[src/rtl/zigzag_reorder_if.sv]
// Coefficient stream bundle between the DCT stage, the zigzag reorder and the quantiser.
// The master drives row-major coefficients in; the slave returns them in zigzag order.
`timescale 1ns/1ps
interface zigzag_reorder_if #(
  parameter int DATA_WIDTH = 12
);
  logic                         in_valid;
  logic signed [DATA_WIDTH-1:0] in_data;
  logic                         out_valid;
  logic signed [DATA_WIDTH-1:0] out_data;
  logic                         out_first;
  logic                         out_last;

  modport master (
    output in_valid, in_data,
    input  out_valid, out_data, out_first, out_last
  );

  modport slave (
    input  in_valid, in_data,
    output out_valid, out_data, out_first, out_last
  );
endinterface

[src/rtl/zigzag_reorder.sv]
// Ping-pong 8x8 block buffer: row-major coefficients in, JPEG zigzag order out.
// One bank fills while the other streams out at one coefficient per cycle.
`timescale 1ns/1ps
module zigzag_reorder #(
  parameter int DATA_WIDTH = 12,
  parameter int BLOCK_SIZE = 8
) (
  input  logic            clk,
  input  logic            rst_n,
  zigzag_reorder_if.slave zz
);

  localparam int         NCOEF = BLOCK_SIZE * BLOCK_SIZE;
  localparam logic [5:0] LAST  = 6'(NCOEF - 1);

  // Raster index for each zigzag position.
  localparam logic [5:0] ZZ [64] = '{
    6'd0,  6'd1,  6'd8,  6'd16, 6'd9,  6'd2,  6'd3,  6'd10,
    6'd17, 6'd24, 6'd32, 6'd25, 6'd18, 6'd11, 6'd4,  6'd5,
    6'd12, 6'd19, 6'd26, 6'd33, 6'd40, 6'd48, 6'd41, 6'd34,
    6'd27, 6'd20, 6'd13, 6'd6,  6'd7,  6'd14, 6'd21, 6'd28,
    6'd35, 6'd42, 6'd49, 6'd56, 6'd57, 6'd50, 6'd43, 6'd36,
    6'd29, 6'd22, 6'd15, 6'd23, 6'd30, 6'd37, 6'd44, 6'd51,
    6'd58, 6'd59, 6'd52, 6'd45, 6'd38, 6'd31, 6'd39, 6'd46,
    6'd53, 6'd60, 6'd61, 6'd54, 6'd47, 6'd55, 6'd62, 6'd63
  };

  typedef enum logic {IDLE, READ} state_t;

  logic signed [DATA_WIDTH-1:0] mem_a [64];
  logic signed [DATA_WIDTH-1:0] mem_b [64];

  logic [5:0] wcnt;
  logic       wbank;
  logic [1:0] full;

  state_t     state;
  logic       rbank;
  logic [5:0] rcnt;
  logic [5:0] rd_addr;

  logic                         vld_p1;
  logic                         first_p1;
  logic                         last_p1;
  logic signed [DATA_WIDTH-1:0] data_p1;

  logic       wr_done;
  logic       rd_done;
  logic       other_full;
  logic [1:0] wr_set;
  logic [1:0] rd_clr;

  assign wr_done    = zz.in_valid && (wcnt == LAST);
  assign rd_done    = (state == READ) && (rcnt == LAST);
  assign wr_set     = {wr_done & wbank, wr_done & ~wbank};
  assign rd_clr     = {rd_done & rbank, rd_done & ~rbank};
  // A bank completing on the same edge the current readout ends still chains without a bubble.
  assign other_full = full[~rbank] | (wr_done & (wbank != rbank));
  assign rd_addr    = ZZ[rcnt];

  // Write side: fill the current bank in raster order.
  always_ff @(posedge clk) begin
    if (zz.in_valid) begin
      if (wbank) mem_b[wcnt] <= zz.in_data;
      else       mem_a[wcnt] <= zz.in_data;
    end
  end

  always_ff @(posedge clk or negedge rst_n) begin
    if (!rst_n) begin
      wcnt  <= '0;
      wbank <= 1'b0;
      full  <= '0;
    end else begin
      if (zz.in_valid) begin
        wcnt <= wcnt + 6'd1;
        if (wcnt == LAST) wbank <= ~wbank;
      end
      full <= (full & ~rd_clr) | wr_set;
    end
  end

  // Read side: zigzag address issue, synchronous RAM read lands in the output stage (p1).
  always_ff @(posedge clk or negedge rst_n) begin
    if (!rst_n) begin
      state    <= IDLE;
      rbank    <= 1'b0;
      rcnt     <= '0;
      vld_p1   <= 1'b0;
      first_p1 <= 1'b0;
      last_p1  <= 1'b0;
      data_p1  <= '0;
    end else begin
      case (state)
        IDLE: begin
          vld_p1   <= 1'b0;
          first_p1 <= 1'b0;
          last_p1  <= 1'b0;
          if (|full) begin
            state <= READ;
            rbank <= ~full[0];
            rcnt  <= '0;
          end
        end
        READ: begin
          data_p1  <= rbank ? mem_b[rd_addr] : mem_a[rd_addr];
          vld_p1   <= 1'b1;
          first_p1 <= (rcnt == 6'd0);
          last_p1  <= (rcnt == LAST);
          rcnt     <= rcnt + 6'd1;
          if (rcnt == LAST) begin
            if (other_full) rbank <= ~rbank;
            else            state <= IDLE;
          end
        end
        default: state <= IDLE;
      endcase
    end
  end

  assign zz.out_valid = vld_p1;
  assign zz.out_first = first_p1;
  assign zz.out_last  = last_p1;
  assign zz.out_data  = data_p1;

endmodule
[src/flat_wrapper.sv]
// flat-port wrapper written by rule: the top's interface ports become plain ports
module zigzag_reorder_flat 
#(
  parameter int DATA_WIDTH = 12,
  parameter int BLOCK_SIZE = 8
)
  (clk, rst_n, zz_in_valid, zz_in_data, zz_out_valid, zz_out_data, zz_out_first, zz_out_last);
  zigzag_reorder_if #(.DATA_WIDTH(DATA_WIDTH)) zz_i ();
  input  logic clk;
  input  logic rst_n;
  input wire logic [$bits(zz_i.in_valid)-1:0] zz_in_valid;
  input wire logic [$bits(zz_i.in_data)-1:0] zz_in_data;
  output wire logic [$bits(zz_i.out_valid)-1:0] zz_out_valid;
  output wire logic [$bits(zz_i.out_data)-1:0] zz_out_data;
  output wire logic [$bits(zz_i.out_first)-1:0] zz_out_first;
  output wire logic [$bits(zz_i.out_last)-1:0] zz_out_last;
  assign zz_i.in_valid = zz_in_valid;
  assign zz_i.in_data = zz_in_data;
  assign zz_out_valid = zz_i.out_valid;
  assign zz_out_data = zz_i.out_data;
  assign zz_out_first = zz_i.out_first;
  assign zz_out_last = zz_i.out_last;
  zigzag_reorder #(.DATA_WIDTH(DATA_WIDTH), .BLOCK_SIZE(BLOCK_SIZE)) u_core (.clk(clk), .rst_n(rst_n), .zz(zz_i));
endmodule
[config.mk]
export PLATFORM = sky130hd
export DESIGN_NAME = zigzag_reorder_flat
export DESIGN_NICKNAME = d
export VERILOG_FILES = /design/src/rtl/zigzag_reorder_if.sv /design/src/rtl/zigzag_reorder.sv /design/src/flat_wrapper.sv
export SDC_FILE = /design/constraint.sdc
export NUM_CORES = 2
export LEC_CHECK = 0
export ABC_AREA = 1
export CAP_MARGIN = 20
export CORE_AREA = 2 2 486 488
export CTS_CLUSTER_DIAMETER = 200
export DETAILED_ROUTE_END_ITERATION = 12
export DIE_AREA = 0 0 488 490
export PLACE_DENSITY = 0.51
export RECOVER_POWER = 50
export SETUP_SLACK_MARGIN = 0.4
export SYNTH_ARGS = -nofsm -noshare
export SYNTH_HDL_FRONTEND = slang
export SYNTH_SLANG_ARGS = --single-unit
[constraint.sdc]
create_clock -name clk -period 3.7 [get_ports clk]
set_input_delay 0.74 -clock clk [delete_from_list [all_inputs] [get_ports clk]]
set_output_delay 0.74 -clock clk [all_outputs]
set_load 0.1 [all_outputs]
==> results.md <==
* Htree depth at 4
* 1st-pass router iterations at 6
* Final Worst Setup Slack at ~340 ps
* Synth Area per Inst at 11.0 um^2
* Slowest cell on crit path: clkbuf_1
* Required time worst endpoint at 4290 ps
* P_sw at 9370 uW
* CP peak stage delay at 2500 ps
* Share of layout cells above drive strength 1 at 13.9%
* R2r startpoint: u_core.rcnt[4]$_DFFE_PN0P_
* Comb pwr share at between 5 and 6%
* Chip Height at around 490 um
* CTS Buf Count at between 150 and 200
* First-iteration detailed-routing DRC count at 5487
* Seq cells post-synth at between 1.5k and 2k
* Pleak at about 0.032 uW
* Initial antenna violation count at 11
* Post-synthesis net count at 6364
* Worst hold path startpoint: u_core.full[1]$_DFF_PN0_
* # rows at 178
* Placed insts at 9369
* Status: complete, but fails checks
* Worst Skew at between 30 and 40 ps
* First-pass GRT wire length at 331000 um
* Most frequent cells in the layout: edfxtp_1 (1536), nand3_1 (1351), nand2_1 (1249)
* Post-synth top area share at 66.1%
* Post-Syn Instances at about 6.3k
* Placed cell area at ~0.075 mm^2
* Hpwl dp at approximately 130000 um
* Total negative setup slack at 0 ps
* Multiplexer share of the synthesized area at 0%
* Filler cells at 22.8k
* Netlist Area Pre-Place at 0.0698 mm^2
* Slew Viols, Final at 954
* Critical path startpoint category: primary input
* Post-synth EDFFs at between 1.5k and 2k
* Remaining DRCs at 0
* Clk Tree Root Cell: clkbuf_16
* Vias in the first global route at 46.4k
* Failing checks: capacitance limit, slew limit
* Multi-input gate area at 0.0190 mm^2
* Max Clk Rate at 298 MHz
* Area Growth Syn to Fin at 21.3%
* Longest Clk Path Bufs at 3
* Post-route cell area at 0.0846 mm^2
* Largest net degree at the start of global routing at 101
* Max-cap violations at 18
* Hold EP: u_core.full[1]$_DFF_PN0_
* GRT overflow at 0
* Post-synthesis compound-gate area fraction at less than 1%
* Post-route non-filler standard cell count at 9825
* Synth unique cells at 38
* CP Buf/Inv Count at 2
* Pwr Density at around 460 mW/mm^2
* Die X at 488 um
* Top area cells in the synthesized netlist: edfxtp_1 (66%), nand3_1 (11%), nand2_1 (6.8%), nand3b_1 (5.8%), inv_1 (4.3%)
* TritonCTS clock tree: done
* GRT Resource Usage Total at 18.7%
* IO Pins at 30
* Total core area at 0.234 mm^2
* RSZ-0062 raised after global routing: yes
* Peak supply drop at approximately 0.00043 V
* Worst slack at placement at -152 ps
* Clk pwr share at 43.0%
* Largest delay contributor family on the critical path: buffers and inverters
* Vias at 49.2k
* Crit path capture type: flip-flop
* Largest family of logic cells by synthesized area: simple AND/OR/NAND/NOR gates
* Worst-path cell chain: clkbuf_1, buf_4
* Post-Synth Simple-Gate Area at 24.3%
* Final ANT Viol Nets at 0
* Worst Tran Pin Value at 3710 ps
* Worst skew pair latency at 820 ps
* Final wirelength at 241000 um
* Hold depth at 2
* Final hold vios at 0
* Largest area contributor in the netlist: edfxtp_1
* Critical path class: primary input to flip-flop
* Leading register cell type out of synthesis: edfxtp_1
* Sequential Power Share at roughly half
* Nets at 6567
* Rel. slew slack at -147%
* Maximum fanout along the worst path at 50
* R2r worst-path depth at 16
* FF+latch area at 0.0469 mm^2
* R2R setup slack at 370 ps
* Hold-fix buffer count after cts at 0
* Final setup fails at 0
* Hold Crit Class: flip-flop to flip-flop
* Number of I/O port buffers at 29
* Period utilization at 90.8%
* WL/cell at 24.6 um
* Start point of the critical path: zz_in_data[5]
* Initial Util at 29.8%
* Reg-to-reg endpoint: u_core.zz.out_data[0]$_DFFE_PN0P_
* Xor/xnor share of the synthesized area at 0.0502%
* Routability cong. at 0.883
* Switching Share at about a quarter
* Internal at 29700 uW
* Die ar. at 0.239 mm^2
* Post-synthesis adder-cell area fraction at 0.287%
* Sequential area share after synthesis at 67.3%
* Commonest non-fill, non-tap cell in the layout: edfxtp_1
* Vias/cell at 5.01
* Post-synth ARST share at 2.04%
* WP data arrival at 3940 ps
* Min cycle time layout at roughly 3400 ps
* Syn. warnings at 0
* Clock sinks at between 1.5k and 2k
* Worst-path clk slew at 60 ps
area by class of cell:
class,instances,share of cell area (%)
timing repair buffer,459,7.38
sequential,1568,55.4
multi-input combinational,3525,22.5
antenna,2,0.00591
inverter,806,3.62
clock inverter,83,0.877
clock buffer,232,5.56
tap,3150,4.66
cells by family (layout without fill, tap and decap cells):
family	count (synthesis)	in the layout
AND/OR/NAND/NOR	3441	3443
other	0	2
flip-flops	1568	1568
AO/OA/AOI/OAI	62	62
XOR/XNOR	4	4
adder cells (fa/ha/maj)	16	16
buffers and inverters	1242	1580
worst max path at each step:
stage                     cells after the start  slack, ps                                 to
after floorplan                               4        970      u_core.mem_b[11][0]$_DFFE_PP_
after global placement                       19       -180  u_core.zz.out_data[3]$_DFFE_PN0P_
after detailed placement                     19       -150  u_core.zz.out_data[3]$_DFFE_PN0P_
after CTS                                    20        400  u_core.zz.out_data[9]$_DFFE_PN0P_
after global routing                         16        220  u_core.zz.out_data[1]$_DFFE_PN0P_
final                                         2        340      u_core.mem_a[29][5]$_DFFE_PP_
per-stage QoR:
step | hold slack [ps] | util [%] | power, uW
2_1_floorplan | 352 | - | 21100
3_3_place_gp | 480 | 32.2 | 22600
3_5_place_dp | 486 | 32.2 | 22600
4_1_cts | 53.5 | 35.2 | 39300
5_1_grt | 546 | 36.2 | 40100
6_report | 502 | 36.2 | 39100
sequential cells by signal, indices dropped and copies added (netlist names):
register,flops
u_core.zz.out_first,1
u_core.rbank,1
u_core.zz.out_last,1
u_core.wcnt,6
u_core.wbank,1
u_core.mem_a,768
u_core.state,1
u_core.full,2
u_core.zz.out_valid,1
u_core.rcnt,6
u_core.zz.out_data,12
u_core.mem_b,768
layer usage:
| metal | GRT usage, % | routed length [um] | vias up |
|---|---|---|---|
| li1 | - | - | 22229 |
| met1 | 25.7 | 100000 | 24627 |
| met2 | 30.1 | 115000 | 2058 |
| met3 | 2.90 | 17700 | 333 |
| met4 | 6.36 | 8410 | 0 |
| met5 | 0 | 0 | - |
cells in the mapped netlist (2+ instances only):
| cell | n |
|---|---|
| nor2_1 | 52 |
| nor2_2 | 2 |
| dfrtp_1 | 32 |
| inv_2 | 8 |
| clkbuf_1 | 92 |
| buf_2 | 300 |
| o21ai_1 | 2 |
| o21ai_0 | 16 |
| xor2_1 | 4 |
| o22ai_1 | 4 |
| nor3_1 | 100 |
| clkinv_1 | 3 |
| buf_6 | 14 |
| edfxtp_1 | 1536 |
| nand3_1 | 1482 |
| buf_1 | 15 |
| nand2_2 | 3 |
| nand2_1 | 1256 |
| nand3b_1 | 540 |
| ha_1 | 16 |
| o211ai_1 | 25 |
| inv_4 | 2 |
| a21oi_1 | 8 |
| buf_8 | 2 |
| inv_1 | 793 |
| buf_4 | 13 |
| nand3_2 | 2 |
power groups by stage:
stage / Sequential, uW / Clock (uW) / Combinational, uW
6_report: 20000 / 16800 / 2250
5_1_grt: 20100 / 17700 / 2320
4_1_cts: 20000 / 17000 / 2240
3_5_place_dp: 20400 / 0 / 2230
3_3_place_gp: 20400 / 0 / 2210
2_1_floorplan: 20300 / 0 / 734
what timing repair did:
item,4_1_cts,5_1_grt
endpoints found under the setup margin,12,12
hold endpoints to repair,0,0
buffers inserted,13,45
gates cloned,25,42
pin swaps,4,24
gates resized for setup,120,164
(Power assumes the default switching activity.)
==> patch: new RTL, same settings <==
`BLOCK_SIZE` is set to 8 in 2 places; all go to 7.
--- a/src/rtl/zigzag_reorder.sv
+++ b/src/rtl/zigzag_reorder.sv
@@ -3,7 +3,7 @@
 `timescale 1ns/1ps
 module zigzag_reorder #(
   parameter int DATA_WIDTH = 12,
-  parameter int BLOCK_SIZE = 8
+  parameter int BLOCK_SIZE = 7
 ) (
   input  logic            clk,
   input  logic            rst_n,
--- a/src/flat_wrapper.sv
+++ b/src/flat_wrapper.sv
@@ -2,7 +2,7 @@
 module zigzag_reorder_flat 
 #(
   parameter int DATA_WIDTH = 12,
-  parameter int BLOCK_SIZE = 8
+  parameter int BLOCK_SIZE = 7
 )
   (clk, rst_n, zz_in_valid, zz_in_data, zz_out_valid, zz_out_data, zz_out_first, zz_out_last);
   zigzag_reorder_if #(.DATA_WIDTH(DATA_WIDTH)) zz_i ();
Formal check against the unedited RTL: same outputs for any inputs over 4 cycles, from zero or initial values and one cycle with rst_n low; that may be too few to reach the edited logic, so the function may still have changed.
==> patch against the original RTL <==
- largest power group unchanged
- sequential cell count stayed put
- routed wire length up 0.54%
- synthesized cell count increased by 0.28%
- worst setup slack worse by 0.037 ns
- the flow still finishes with violations (max-capacitance violations, max-slew violations)
- sequential power is essentially flat
- area after synthesis is 0.22% higher
- critical endpoint is now u_core.mem_b[22][1]$_DFFE_PP_
- power decreased by 0.57%
- final area grew 1.2%
==> patch: results (changes against the original RTL) <==
stage;metric;value;unit;change
placement;Final GP Congestion;0.8612;;-2.4%
drt;WL final;242500;µm;+0.54%
drt;Iteration-0 DRC Markers;5888;;+7.3%
critical_path;delay-heaviest family, CP;buffers and inverters;;
hold_path;Worst Hold Class;reg2reg;;
status;status;finished with violations;;
synthesis;Syn Nets;6383;;+0.30%
clock_network;Clock transition at path regs;0.06;ns;about the same
drt;Via Count;49458;;+0.43%
synthesis;post-synthesis sequential area ratio;67.11;%;-0.14 points
global_routing;number of global-route vias before repair;46257;;-0.40%
global_routing;initial antenna violation count;6;;-5
timing;fmax;294.5;MHz;-1.1%
placement;dpl cell area;76170;µm²;+0.95%
clock_network;TritonCTS Buffers;172;;-2.3%
drt;drt via density;4.999;;-0.27%
global_routing;largest net degree at the start of global routing;87;;-14%
timing;Clock Skew;0.04110;ns;+0.006664 ns
critical_path;crit path max fanout;47;;-6.0%
pwr;VDD IR-drop max;485.5;µV;+13%
critical_path;Critical Path Sink Type;register;;
pwr;Switching Fraction;23.97;%;about the same
global_routing;first-pass GRT wire length;332600;µm;+0.38%
synthesis;mean post-synth cell area;11.01;µm²;about the same
job;Max-Cap Viols;18;;unchanged
critical_path;CP peak stage delay;2.38;ns;-0.12 ns
global_routing;GRT Util Overall;18.78;%;+0.041 points
synthesis;Synth top cells by count;edfxtp_1, nand3_1, nand2_1;;
clock_network;H-tree depth;4;;unchanged
placement;Final HPWL DP;137200;µm;+5.3%
finish;NumNets Final;6636;;+1.1%
finish;Fillers;22726;;-0.23%
critical_path;Crit Reg-Reg Startpoint;u_core.rcnt[5]$_DFFE_PN0P_;;
placement;I/O Buffers;29;;unchanged
timing;Slew Limit Fails;852;;-11%
pwr;Leak;32.28;nW;+1.7%
placement;pre-CTS WS;0.02337;ns;+0.1755 ns
drt;DR pass1 iterations;5;;-1
timing;relative slew slack;-116.3;%;+31 points
placement;placed insts;9443;;+0.79%
finish;layout cell share with drive strength beyond 1;15.27;%;+1.4 points
synthesis;top area cells in the synthesized netlist;edfxtp_1, nand3_1, nand2_1, nand3b_1, inv_1;;
critical_path;Crit. Startpoint;zz_in_data[1];;
synthesis;unique cell type count in the Yosys netlist;42;;+11%
status;failing checks;max-capacitance violations, max-slew violations;;
critical_path;CP max-delay cell;clkdlybuf4s25_1;;
critical_path;crit path DAT;3.97;ns;+0.03 ns
-- patch: cell types whose count changed after synthesis, moves of 3 or more --
cell / unedited run / this run
a21oi_1: 8 / 11
buf_1: 15 / 6
buf_2: 300 / 318
buf_4: 13 / 23
buf_6: 14 / 31
clkbuf_1: 92 / 52
inv_1: 793 / 828
nand2_1: 1256 / 1279
nand3b_1: 540 / 504
nor2_1: 52 / 46
o21ai_0: 16 / 12
-- patch: worst paths after layout --
check | end | slack [ns] | depth (start not counted)
min | u_core.full[1]$_DFF_PN0_ | 0.50 | 2
max in group asynchronous | u_core.rcnt[0]$_DFFE_PN0P_ | 1.67 | 1
min reg2reg | u_core.full[1]$_DFF_PN0_ | 0.50 | 2
min in group asynchronous | u_core.zz.out_first$_DFF_PN0_ | 0.58 | 1
max | u_core.mem_b[22][1]$_DFFE_PP_ | 0.30 | 2
max reg2reg | u_core.zz.out_data[0]$_DFFE_PN0P_ | 0.46 | 15
-- patch: what timing repair did --
item                       in CTS  in global routing
cloned                         18                 53
buffers inserted               13                 30
gates resized for setup        98                261
setup endpoints to repair      12                 12
pin swaps                       3                 38
-- patch: cell families (layout without fill, tap and decap cells) --
group | after synthesis | in the layout | synth area share (%)
AOI/OAI and AO/OA | 66 | 66 | 0.6281
xor gates and xnor gates | 6 | 6 | 0.07516
adders and majority gates | 17 | 17 | 0.3042
buffers and inverters | 1271 | 1658 | 7.869
DFF | 1568 | 1568 | 67.11
other | 0 | 6 | 0
and+or+nand+nor | 3423 | 3423 | 24.01
-- patch: final cells by class --
cell class,instances,area (µm²),share of cell area (%)
inverters,840,3193,3.727
repair inverters,1,8.758,0.01022
repair buffers,509,6997,8.167
clock buffers,216,4491,5.242
multi-input cells,3512,19280,22.50
diodes,6,15.01,0.01753
clock inverters,92,820.8,0.9581
flip-flops and latches,1568,46930,54.78
well taps,3150,3941,4.601
-- patch: stage by stage --
step           utilization (%)  setup TNS, ns  power [mW]
2_1_floorplan                -              0       21.07
3_3_place_gp             32.39      -0.008278       22.64
3_5_place_dp             32.54              0       22.67
4_1_cts                  35.34              0       39.03
5_1_grt                  36.60              0       39.84
6_report                 36.60              0       38.85
-- patch: power groups by stage --
| stage | logic [mW] | registers [mW] | clock network [mW] |
|---|---|---|---|
| after global routing | 2.41 | 20.0 | 17.4 |
| after global placement | 2.27 | 20.4 | 0 |
| after CTS | 2.31 | 20.0 | 16.7 |
| after detailed placement | 2.30 | 20.4 | 0 |
| final | 2.33 | 20.0 | 16.5 |
| after floorplan | 0.728 | 20.3 | 0 |
-- patch: layer usage --
metal / track usage, % / wire length, µm / vias to the layer above
met5: 0 / 13 / -
met4: 5.909 / 6912 / 2
met3: 2.363 / 16830 / 300
met2: 29.86 / 112800 / 2014
met1: 26.57 / 106000 / 24806
li1: - / - / 22336
